**src/rtl/prt_scaler_tdet.sv**
```systemverilog
// Video timing detector: measures VS/HS/DE raster geometry and, once two
// consecutive frames measure identically, emits the eight-word video
// parameter set (index/data/valid) used to program the sink timing generator.
//
// state | meaning
// IDLE  | run low, lock cleared, nothing compared
// SYNC  | waiting for the first VS rise; partial frame discarded
// MEAS  | measuring; each VS rise compares against the previous frame
// EMIT  | eight-cycle parameter burst from a latched snapshot
module prt_scaler_tdet #(
  parameter int P_PPC = 4
) (
  input  logic        CLK_IN,
  input  logic        RST_IN,
  input  logic        CKE_IN,
  input  logic        CTL_RUN_IN,
  input  logic        VID_VS_IN,
  input  logic        VID_HS_IN,
  input  logic        VID_DE_IN,
  output logic [3:0]  VPS_IDX_OUT,
  output logic [15:0] VPS_DAT_OUT,
  output logic        VPS_VLD_OUT,
  output logic        STA_LOCK_OUT
);

  localparam logic [1:0] S_IDLE = 2'd0;
  localparam logic [1:0] S_SYNC = 2'd1;
  localparam logic [1:0] S_MEAS = 2'd2;
  localparam logic [1:0] S_EMIT = 2'd3;

  localparam logic [15:0] PPC = 16'(P_PPC);

  function automatic logic [15:0] sat_add(input logic [15:0] a, input logic [15:0] b);
    logic [16:0] s;
    s = {1'b0, a} + {1'b0, b};
    return s[16] ? 16'hFFFF : s[15:0];
  endfunction

  logic        samp;
  logic        vs_q, hs_q, de_q;
  logic        vs_p, hs_p, de_p;
  logic        vs_rise, vs_fall, hs_rise, hs_fall, de_rise, de_fall;

  logic [15:0] hcnt, hact;
  logic [15:0] htotal, hsw, hstart, hwidth;
  logic [15:0] vcnt, vde, vstart, vsw;
  logic        de_seen;

  logic [1:0]        state;
  logic              lock;
  logic [7:0][15:0]  cur, copy, snap;
  logic              copy_vld;
  logic [2:0]        emit_cnt;
  logic              pend;
  logic              match, pend_nxt, tmo;

  // Register the video inputs on CKE; samp marks the cycle that evaluates a new sample pair.
  always_ff @(posedge CLK_IN or posedge RST_IN) begin
    if (RST_IN) begin
      samp <= 1'b0;
      vs_q <= 1'b0; hs_q <= 1'b0; de_q <= 1'b0;
      vs_p <= 1'b0; hs_p <= 1'b0; de_p <= 1'b0;
    end else begin
      samp <= CKE_IN;
      if (CKE_IN) begin
        vs_q <= VID_VS_IN; hs_q <= VID_HS_IN; de_q <= VID_DE_IN;
        vs_p <= vs_q;      hs_p <= hs_q;      de_p <= de_q;
      end
    end
  end

  assign vs_rise = samp &  vs_q & ~vs_p;
  assign vs_fall = samp & ~vs_q &  vs_p;
  assign hs_rise = samp &  hs_q & ~hs_p;
  assign hs_fall = samp & ~hs_q &  hs_p;
  assign de_rise = samp &  de_q & ~de_p;
  assign de_fall = samp & ~de_q &  de_p;

  // Horizontal measurement: position counter and per-line captures.
  always_ff @(posedge CLK_IN or posedge RST_IN) begin
    if (RST_IN) begin
      hcnt <= '0; hact <= '0;
      htotal <= '0; hsw <= '0; hstart <= '0; hwidth <= '0;
    end else if (samp) begin
      if (hs_rise) begin
        htotal <= hcnt;
        hcnt   <= PPC;
      end else begin
        hcnt <= sat_add(hcnt, PPC);
      end
      if (hs_fall) hsw <= hcnt;
      if (de_rise) begin
        hstart <= hcnt;
        hact   <= PPC;
      end else if (de_q) begin
        hact <= sat_add(hact, PPC);
      end
      if (de_fall) hwidth <= hact;
    end
  end

  // Vertical measurement: line count since VS rise and per-frame captures.
  always_ff @(posedge CLK_IN or posedge RST_IN) begin
    if (RST_IN) begin
      vcnt <= '0; vde <= '0; vstart <= '0; vsw <= '0; de_seen <= 1'b0;
    end else if (samp) begin
      if (vs_rise) begin
        vcnt    <= hs_rise ? 16'd1 : 16'd0;
        vde     <= de_rise ? 16'd1 : 16'd0;
        de_seen <= de_rise;
        vstart  <= '0;
        vsw     <= '0;
      end else begin
        if (hs_rise) vcnt <= sat_add(vcnt, 16'd1);
        if (de_rise) begin
          vde <= sat_add(vde, 16'd1);
          if (!de_seen) begin
            vstart  <= (vcnt == 16'd0) ? 16'd0 : vcnt - 16'd1;
            de_seen <= 1'b1;
          end
        end
        // A coincident HS rise is not yet in vcnt, so it does not count toward vsw.
        if (vs_fall) vsw <= vcnt;
      end
    end
  end

  // Frame result as seen at the VS rise, before that sample updates anything.
  assign cur = {vsw, vstart, vde, vcnt, hsw, hstart, hwidth, htotal};

  // Frame compare result and pending-burst request for a VS rise seen mid-burst.
  always_comb begin
    match    = copy_vld && (cur == copy);
    pend_nxt = vs_rise ? match : pend;
    tmo      = (hcnt == 16'hFFFF) || (vcnt == 16'hFFFF);
  end

  // Sequencing: sync, compare consecutive frames, emit bursts.
  always_ff @(posedge CLK_IN or posedge RST_IN) begin
    if (RST_IN) begin
      state <= S_IDLE; lock <= 1'b0; copy <= '0; copy_vld <= 1'b0;
      snap <= '0; emit_cnt <= '0; pend <= 1'b0;
    end else if (!CTL_RUN_IN) begin
      state <= S_IDLE; lock <= 1'b0; copy_vld <= 1'b0;
      emit_cnt <= '0; pend <= 1'b0;
    end else begin
      case (state)
        S_IDLE: begin
          lock     <= 1'b0;
          copy_vld <= 1'b0;
          state    <= S_SYNC;
        end
        S_SYNC: if (vs_rise) state <= S_MEAS;
        S_MEAS: begin
          if (tmo) begin
            state    <= S_SYNC;
            lock     <= 1'b0;
            copy_vld <= 1'b0;
          end else if (vs_rise) begin
            copy     <= cur;
            copy_vld <= 1'b1;
            lock     <= match;
            if (match) begin
              snap     <= cur;
              emit_cnt <= '0;
              pend     <= 1'b0;
              state    <= S_EMIT;
            end
          end
        end
        S_EMIT: begin
          if (vs_rise) begin
            copy     <= cur;
            copy_vld <= 1'b1;
            lock     <= match;
          end
          // A burst always runs to completion; a queued request restarts it.
          if (emit_cnt == 3'd7) begin
            pend <= 1'b0;
            if (pend_nxt) begin
              snap     <= vs_rise ? cur : copy;
              emit_cnt <= '0;
            end else begin
              state <= S_MEAS;
            end
          end else begin
            emit_cnt <= emit_cnt + 3'd1;
            pend     <= pend_nxt;
          end
        end
        default: state <= S_IDLE;
      endcase
    end
  end

  assign VPS_VLD_OUT  = (state == S_EMIT);
  assign VPS_IDX_OUT  = VPS_VLD_OUT ? {1'b0, emit_cnt} : 4'd0;
  assign VPS_DAT_OUT  = VPS_VLD_OUT ? snap[emit_cnt] : 16'd0;
  assign STA_LOCK_OUT = lock;

endmodule

```
**config.mk**
```make
export PLATFORM = sky130hd
export DESIGN_NAME = prt_scaler_tdet
export DESIGN_NICKNAME = d
export VERILOG_FILES = /design/src/rtl/prt_scaler_tdet.sv
export SDC_FILE = /design/constraint.sdc
export NUM_CORES = 1
export LEC_CHECK = 0
export CORE_ASPECT_RATIO = 0.75
export CORE_MARGIN = 2
export CORE_UTILIZATION = 65
export CTS_CLUSTER_DIAMETER = 30
export CTS_CLUSTER_SIZE = 12
export DETAILED_ROUTE_END_ITERATION = 10
export GPL_TIMING_DRIVEN = 0
export PLACE_DENSITY = 0.82
export SETUP_SLACK_MARGIN = 0.02
export SYNTH_ARGS = -nofsm -noshare
export SYNTH_HDL_FRONTEND = slang
export SYNTH_SLANG_ARGS = --single-unit
```
**constraint.sdc**
```tcl
create_clock -name CLK_IN -period 36.5 [get_ports CLK_IN]
set_clock_uncertainty 0.1 [all_clocks]
set_input_delay 7.3 -clock CLK_IN [delete_from_list [all_inputs] [get_ports CLK_IN]]
set_output_delay 7.3 -clock CLK_IN [all_outputs]
set_load 0.02 [all_outputs]
```
## Yosys cells after proc, flatten, opt, wreduce, memory -nomap -nowiden

Index checks and enable logic that the tools add are counted.

| word-level totals | value |
|---|---|
| flip-flop bits (word level) | 432 |
| bits in latches | 0 |
| bits in writable memories | 0 |
| memory bits (read-only) | 0 |
| input bits | 7 |
| output and inout port bits | 22 |
| logic and storage cells | 175 |
| memories | 0 |

| operators by class | value |
|---|---|
| add/subtract/negate cells | 6 |
| $mul | 0 |
| divide/modulo/power cells | 0 |
| magnitude comparators | 1 |
| equality and inequality tests | 24 |
| shifts and indexed selects | 0 |
| multiplexer cells | 64 |
| bitwise operators | 18 |
| reduce and logical (&&, ||, !) cells | 23 |

Operator list:

| operator | number |
|---|---|
| $mux 128 | 7 |
| $pmux 128 s2 | 2 |
| $mux 16 | 19 |
| $eq 128x128->1 | 1 |
| $bmux 16 s3 | 1 |
| $add 16x1->17 const B | 2 |
| $add 16x3->17 const B | 2 |
| $eq 16x16->1 const B | 2 |
| $mux 3 | 7 |
| $logic_not 16->1 | 1 |
| $mux 1 | 16 |
| $reduce_and 2->1 | 8 |
| $sub 16x1->16 const B | 1 |
| $ne 3x3->1 const B | 5 |
| $mux 2 | 7 |
| $and 1x1->1 | 12 |
| $ne 4x4->1 const B | 3 |
| $reduce_and 5->1 | 2 |
| $reduce_bool 2->1 | 5 |
| $ne 2x2->1 const B | 4 |
| $pmux 2 s4 | 1 |
| $reduce_and 7->1 | 1 |
| $not 1->1 | 6 |
| $pmux 1 s3 | 2 |
| other kinds (16) | 19 |

## Logic depth before layout (Yosys ltp)

Gate-level depths: netlist of the first run.

| logic depth | value |
|---|---|
| depth in word-level cells | 7 |
| depth in mapped cells | 13 |
| depth with buffers taken out | 9 |

## Worst setup path after synthesis of the first run

Ideal clock, no wire load.

| path | value |
|---|---|
| path type | register to output |
| start | register emit_cnt[0] |
| end | output port VPS_DAT_OUT[10] |
| data arrival time | 2.053 ns |
| data required time | 29.100 ns |
| path slack | 27.047 ns |
| stages on the path, launching flop included | 6 |
| path buffers | 2 |
| cell sequence | dfrtp_1 clkbuf_1 buf_1 mux4_2 mux2i_1 nor2_1 |

| between the ends | value |
|---|---|
| word-level cells in the longest chain between the ends | 3 |

Ends and longest elaborated chain:

| element | line | RTL |
|---|---|---|
| start: declaration | 53 | `logic [2:0] emit_cnt;` |
| start signal: assignment | 187 | `emit_cnt <= emit_cnt + 3'd1;` |
| $bmux 16 s3 | 198 | `assign VPS_DAT_OUT = VPS_VLD_OUT ? snap[emit_cnt] : 16'd0;` |
| $mux 16 (not written as such) | 198 |  |
| $mux 16 | 198 |  |
| end: declaration | 21 | `output logic [15:0] VPS_DAT_OUT,` |

No other way between the ends. The select of a mux whose other input is x is not followed.

## Worst setup path in the final report of the first run

| path | value |
|---|---|
| start | register emit_cnt[0] |
| end | output port VPS_DAT_OUT[2] |

The elaborated chain is that of the path after synthesis.

==> parameters.txt, run 1 <==
Parameter                              Value

Power
  Maximum resistive drop on vdd ... 0.0000533 V
  Standby leakage power ... approximately 12 nW
  Power Dens Cells ... 58.8 nW/µm²

GRT
  Global Route met1 Usage ... 0.638
  Maximum number of pins on one net before global-route repair ... ~140
  Met2 track demand over resource in global routing ... 0.635
  Number of antenna violations at the first check in global routing ... 10
  Layer with the highest usage after global routing ... met1
  Global-route usage over all layers ... 0.464
  Met3 track demand over resource ... 0.212
  Remaining global-route overflow ... 0
  First-pass GRT wire length ... 117000 µm
  Vias in the first global route ... approximately 18000

Worst setup path
  Crit Path Max Fanout ... 10
  CP endpoint kind ... output pin
  Worst reg-to-reg setup slack ... between 30 and 40 ns
  Worst path required time ... 29.10 ns
  Nature of the critical path startpoint ... register
  Worst setup path class ... reg -> out
  Arrival time of the worst setup path ... 3.78 ns

Floorplan
  CORE AREA ... roughly 33000 µm²
  Die span in x ... between 200 and 250 µm
  IO Pins ... 29
  Die height ... ~160 µm
  Num rows ... between 50 and 60
  Starting density of the core ... 0.665
  Die Outline Area ... 34900 µm²

Status
  Outcome ... complete, no violations

Clocking
  Post-CTS Setup Inserts ... 0
  Clock insertion delay at the later pin of the skew report ... ~0.60 ns
  TritonCTS Buffers ... between 70 and 80
  Quantity of gates resized following cts ... 0
  H-tree lvl count ... 3
  CTS tree ... done
  Post-cts hold buffer count ... 0
  CTS max path bufs ... 3
  Worst-path clk slew ... approximately 0.050 ns
  Total clock sinks ... approximately 430
  CTS root buf ... clkbuf_16

Detailed routing
  First-pass iteration count of the detailed router ... 6
  First-iteration detailed-routing DRC count ... ~2800
  Final wirelength ... between 70000 and 80000 µm
  Via density ... 6.79
  Post-route DRC violation count ... 0
  Wire per inst ... 29.5 µm
  Vias ... approximately 18000
  Detail Route Antenna Nets ... 0

Timing
  Highest attainable clock frequency ... 89.4 MHz
  Share of the cycle needed by the critical path after routing ... 0.306
  Setup repair after global routing missed its margin ... false
  Final Hold Viols ... 0
  Final setup violating endpoints ... 0
  Final worst path period need ... between 10 and 15 ns
  Max transition margin ... 0.104
  Pin slew with the least headroom to its limit ... about 1.3 ns
  Setup_tns ... 0 ns
  Worst hold slack after final layout ... between 0.3 and 0.4 ns
  Number of pins exceeding their max-slew limit in the final report ... 0

Logic synthesis
  Mapped Cells ... between 2000 and 2500
  Count of yosys warnings during synthesis ... 0
  Distinct cell type count of the synthesized netlist ... 63
  Flip-flop cell with the highest count after synthesis ... dfrtp_1
  Seq/Total Area, Yosys ... 0.491
  Mean instance size in the synthesized netlist ... 10.5 µm²
  Post-Synthesis Net Count ... between 2000 and 2500
  Number of storage elements in the synthesis netlist ... ~430
  Share of synthesized flip-flops with an asynchronous set or reset ... 1.00
  Area share of the largest cell type after synthesis ... 0.491
  Netlist Area Pre-Place ... 21700 µm²
  Synth top area cells ... dfrtp_1 (49%), mux2_4 (8.3%), nand2_1 (7.4%)
  Dominant cell type by area after synthesis ... dfrtp_1
  Number of synthesized flops with an enable pin ... 0

Placement
  HPWL after detailed placement ... 55500 µm
  Final weighted congestion of routability-driven global placement ... about 1.1
  Buffers added on ports ... 27

Flow run
  # Max-Cap Violations ... 0

Finish
  Final-stage net count ... around 2200
  Ratio of cells with drive above 1 in the final layout ... 0.204
  Layout overhead on the synthesized area ... 16.7%

Min path
  Type of the worst min-delay path ... reg -> reg
## stage by stage
stage                     instances  cell area, µm²  total power [mW]  setup WS, ns   util
after global routing           2684           25300              1.52         25.10  0.776
after CTS                      2682           25300              1.47         25.24  0.776
after floorplan                2067           21700             0.648         17.24      -
after detailed placement       2539           22600             0.731         25.98  0.693
final                          2687           25300              1.49         25.32  0.776
after global placement         2536           22500             0.725         12.55  0.690
## critical path, cell delays in order (launching register included)
cell             delay [ns]
dfrtp_1                0.35
clkbuf_1               0.52
buf_1                  0.75
mux4_2                 0.67
mux2i_1                0.19
nor2_1                 0.09
clkdlybuf4s50_1        0.59
## path summary, 6_finish.rpt
path                              from             end  cells past startpoint
setup reg to reg               hcnt[2]        copy[29]                     13
max in group asynchronous       RST_IN        copy[82]                      3
min in group asynchronous       RST_IN        snap[56]                      2
hold / removal                 de_seen         de_seen                      2
hold reg to reg                de_seen         de_seen                      2
setup / recovery           emit_cnt[0]  VPS_DAT_OUT[2]                      6
## cell type report
cell class              instances  area (µm²)
clock inverters                55         671
repair buffers                 30         353
fillers                      2053        7320
inverters                      86         330
flip-flops and latches        426       10700
diodes                          5        12.5
clock buffers                  88        2040
well taps                     442         553
plain buffers                 128         712
multi-input cells            1427       10000
## layer usage
layer	vias to the layer above	routed length (µm)	share of wire
met5	-	229	0.0029
met4	10	3720	0.047
met3	260	12800	0.16
met2	1423	31900	0.40
met1	9089	30500	0.39
li1	7461	-	-
## cells in the final DEF (no fill, tap or decap), types with 6 or more instances in the layout
| cell | n |
|---|---|
| clkinv_4 | 6 |
| inv_1 | 85 |
| bufinv_16 | 10 |
| nor2b_1 | 8 |
| and3_1 | 22 |
| nor4_1 | 19 |
| clkinvlp_4 | 10 |
| o21ai_0 | 196 |
| mux2_4 | 120 |
| nand2b_1 | 18 |
| clkbuf_1 | 98 |
| mux2_2 | 121 |
| mux4_2 | 32 |
| o2bb2ai_1 | 8 |
| nand4_1 | 25 |
| and4_1 | 6 |
| dfrtp_1 | 426 |
| o22ai_1 | 24 |
| inv_6 | 13 |
| buf_12 | 11 |
| nor2_1 | 79 |
| nor3_1 | 15 |
| mux2i_1 | 18 |
| a221oi_1 | 6 |
| xnor2_1 | 59 |
| buf_2 | 15 |
| a22o_1 | 24 |
| ha_1 | 8 |
| a21oi_1 | 57 |
| clkbuf_16 | 78 |
| xor2_1 | 13 |
| nand2_1 | 428 |
| clkdlybuf4s50_1 | 27 |
| clkinv_2 | 12 |
| a31oi_1 | 14 |
| nand3_1 | 30 |
## sequential cells by signal (all words and copies together), names as in the netlist, 2 cells and up
| name | count |
|---|---|
| hcnt | 15 |
| hsw | 15 |
| emit_cnt | 3 |
| hstart | 15 |
| copy | 128 |
| vcnt | 16 |
| vstart | 16 |
| state | 2 |
| vsw | 16 |
| hwidth | 15 |
| htotal | 15 |
| snap | 128 |
| hact | 15 |
| vde | 16 |
## cell usage after synthesis, drive strengths merged, types with 3 or more instances
cell type and n:
o2111ai 5, or2 5, o211a 3, o31ai 3, a311oi 4, o22ai 24, mux2 241, nor2 79
clkbuf 93, a221oi 6, ha 8, nand3b 5, nand2b 18, or4 3, a2111oi 5, and4 6
o211ai 4, a21oi 57, nor4 19, dfrtp 426, nor2b 9, inv 86, or3 3, a31oi 14
a21boi 3, xnor2 59, buf 35, and2 4, nor3 15, nand2 428, o21a 3, o2bb2ai 8
and3 22, a211oi 5, xor2 13, nand4 25, a22o 24, mux2i 18, o21ai 198, nand3 30
mux4 32
## logic make-up (layout without fill, tap and decap cells)
group,count (synthesis),after routing,share of synthesized area
fa+ha+maj,8,8,0.00461
compound gates,381,381,0.105
mux,291,291,0.187
other cells,1,6,0.000173
simple gates,674,674,0.135
xor+xnor,72,72,0.0290
buf+inv,214,387,0.0477
flops,426,426,0.491
## power breakdown
part	switching, mW	internal, mW
Combinational	0.137	0.0613
Sequential	0.0408	0.503
Clock	0.269	0.480
Total	0.447	1.04
Power figures use the tool's default switching activity.
==> run 2, diff against run 1 <==
CORE_UTILIZATION = 57   (was 65)
PLACE_DENSITY = 0.76   (was 0.82)
clock period = 9.95 ns   (was 36.5 ns; I/O delays follow)
==> run 2 against run 1 <==
Total power grew to 3.7 times the previous value. Via count shrank 2.1%. Critical endpoint is now VPS_DAT_OUT[6]. Global-route usage shrank 5.7 points.
==> parameters.txt, run 2 (synthesis gave the netlist of run 1 again) <==
Parameter                              Value

Timing
  Setup repair after global routing missed its margin ... false
  Number of pins exceeding their max-slew limit in the final report ... 0
  Final setup violating endpoints ... 0
  Pin slew with the least headroom to its limit ... approximately 1.2 ns
  Share of the cycle needed by the critical path after routing ... 0.587
  Final Hold Viols ... 0
  Final worst path period need ... roughly 5.8 ns
  Highest attainable clock frequency ... approximately 170 MHz
  Max transition margin ... 0.182

Finish
  Ratio of cells with drive above 1 in the final layout ... 0.205
  Layout overhead on the synthesized area ... 17.9%
  Most common library cell in the layout ignoring fill and taps ... nand2_1
  Final cell utilization of the core ... 0.686
  Post-route cell area ... approximately 26000 µm²
  Registers with the most flip-flops ... copy x128, snap x128
  Commonest non-fill, non-tap cells in the layout ... nand2_1 (428), dfrtp_1 (426), o21ai_0 (196)
  Final-stage net count ... about 2200
  Number of standard cells in the final layout excluding fillers ... about 2800

GRT
  Vias in the first global route ... approximately 17000
  First-pass GRT wire length ... about 120000 µm
  Remaining global-route overflow ... 0
  Maximum number of pins on one net before global-route repair ... 43
  Number of antenna violations at the first check in global routing ... 4
  Global-route usage over all layers ... 0.407

Floorplan
  Die Outline Area ... between 30000 and 40000 µm²
  Die span in x ... 229 µm
  Num rows ... between 60 and 70
  IO Pins ... 29
  Starting density of the core ... 0.582
  CORE AREA ... about 37000 µm²
  Die height ... 173 µm

Power
  Standby leakage power ... around 12 nW
  Maximum resistive drop on vdd ... about 0.00015 V
  Power Dens Cells ... approximately 210 nW/µm²
  Total power consumption of the routed design ... 5.49 mW

Detailed routing
  Vias ... roughly 18000
  First-pass iteration count of the detailed router ... 6
  Detail Route Antenna Nets ... 0
  Post-route DRC violation count ... 0
  First-iteration detailed-routing DRC count ... 2443
  Via density ... between 6 and 7
  Wire per inst ... about 29 µm
  Final wirelength ... 79800 µm

Clocking
  CTS root buf ... clkbuf_16
  Quantity of gates resized following cts ... 0
  CTS tree ... done
  Post-CTS Setup Inserts ... 0
  Post-cts hold buffer count ... 0
  Clock insertion delay at the later pin of the skew report ... around 0.62 ns
  TritonCTS Buffers ... a little over 80
  H-tree lvl count ... 3
  CTS max path bufs ... 3
  Total clock sinks ... roughly 430
  Worst-path clk slew ... 0.05 ns

Worst setup path
  Worst path required time ... 7.86 ns
  Worst reg-to-reg setup slack ... about 5.3 ns
  Nature of the critical path startpoint ... register
  Arrival time of the worst setup path ... ~3.8 ns
  Crit Path Max Fanout ... 10
  Worst setup path class ... reg -> out
  CP endpoint kind ... output pin

Status
  Outcome ... complete, no violations

Placement
  Buffers added on ports ... 27
  HPWL after detailed placement ... roughly 60000 µm
  Post-Place Cell Area ... approximately 23000 µm²
  Final weighted congestion of routability-driven global placement ... just under 1
  Placed cell count ... approximately 2600

Flow run
  # Max-Cap Violations ... 0

Min path
  Type of the worst min-delay path ... reg -> reg
==> run 2: worst paths after layout <==
path	from	to	cells past startpoint
worst max-delay path	emit_cnt[0]	VPS_DAT_OUT[6]	6
worst min-delay path	de_seen	de_seen	2
worst max register to register	vcnt[9]	copy[103]	12
worst min register to register	de_seen	de_seen	2
max in group asynchronous	RST_IN	vcnt[10]	5
min in group asynchronous	RST_IN	snap[10]	2
==> run 2: area by class of cell <==
type / count / area (µm²)
Multi-Input combinational cell: 1427 / 10000
Clock inverter: 42 / 504
Inverter: 86 / 327
Fill cell: 2723 / 11700
Timing Repair Buffer: 38 / 490
Clock buffer: 109 / 2260
Sequential cell: 426 / 10700
Buffer: 128 / 712
Tap cell: 504 / 631
Antenna cell: 1 / 2.50
==> run 2: power breakdown <==
part / internal, mW / switching [mW] / total, mW
registers: 1.85 / 0.147 / 1.99
logic: 0.231 / 0.511 / 0.742
clock network: 1.77 / 0.984 / 2.75
total: 3.85 / 1.64 / 5.49
==> run 2: per-layer routing <==
metal	share of wire	routed length [µm]	global-route usage
met4	0.035	2760	0.137
met5	0.0014	114	0.0120
met3	0.14	11400	0.163
met2	0.39	31500	0.536
met1	0.43	34100	0.606
==> run 2: through the flow <==
stage	worst slack, ns	hold slack (ns)	TNS [ns]
2_1_floorplan	2.11	0.348	0
3_3_place_gp	-0.682	0.368	-266.37
3_5_place_dp	4.73	0.370	0
4_1_cts	4.07	0.384	0
5_1_grt	3.90	0.405	0
6_report	4.11	0.385	0
==> run 2: worst max-delay path: stages, from the launching register on <==
cell and delay, ns:
dfrtp_1 0.35, clkbuf_1 0.50, buf_1 0.79, mux4_2 0.67, mux2i_1 0.21, nor2_1 0.07, clkdlybuf4s50_1 0.55
==> run 3, diff against run 2 <==
clock period = 5.2 ns   (was 9.95 ns; I/O delays follow)
==> results of run 3 <==
Same layout as run 2 (identical final DEF). Status: complete, no violations.
Among the figures that moved: setup slack after placement 4.73 ns -> 0.750 ns; setup slack after layout 4.11 ns -> 0.311 ns; register-to-register setup slack 5.28 ns -> 0.53 ns; total power 5.49 mW -> 10.5 mW; worst IR drop on VDD 0.000150 V -> 0.000287 V
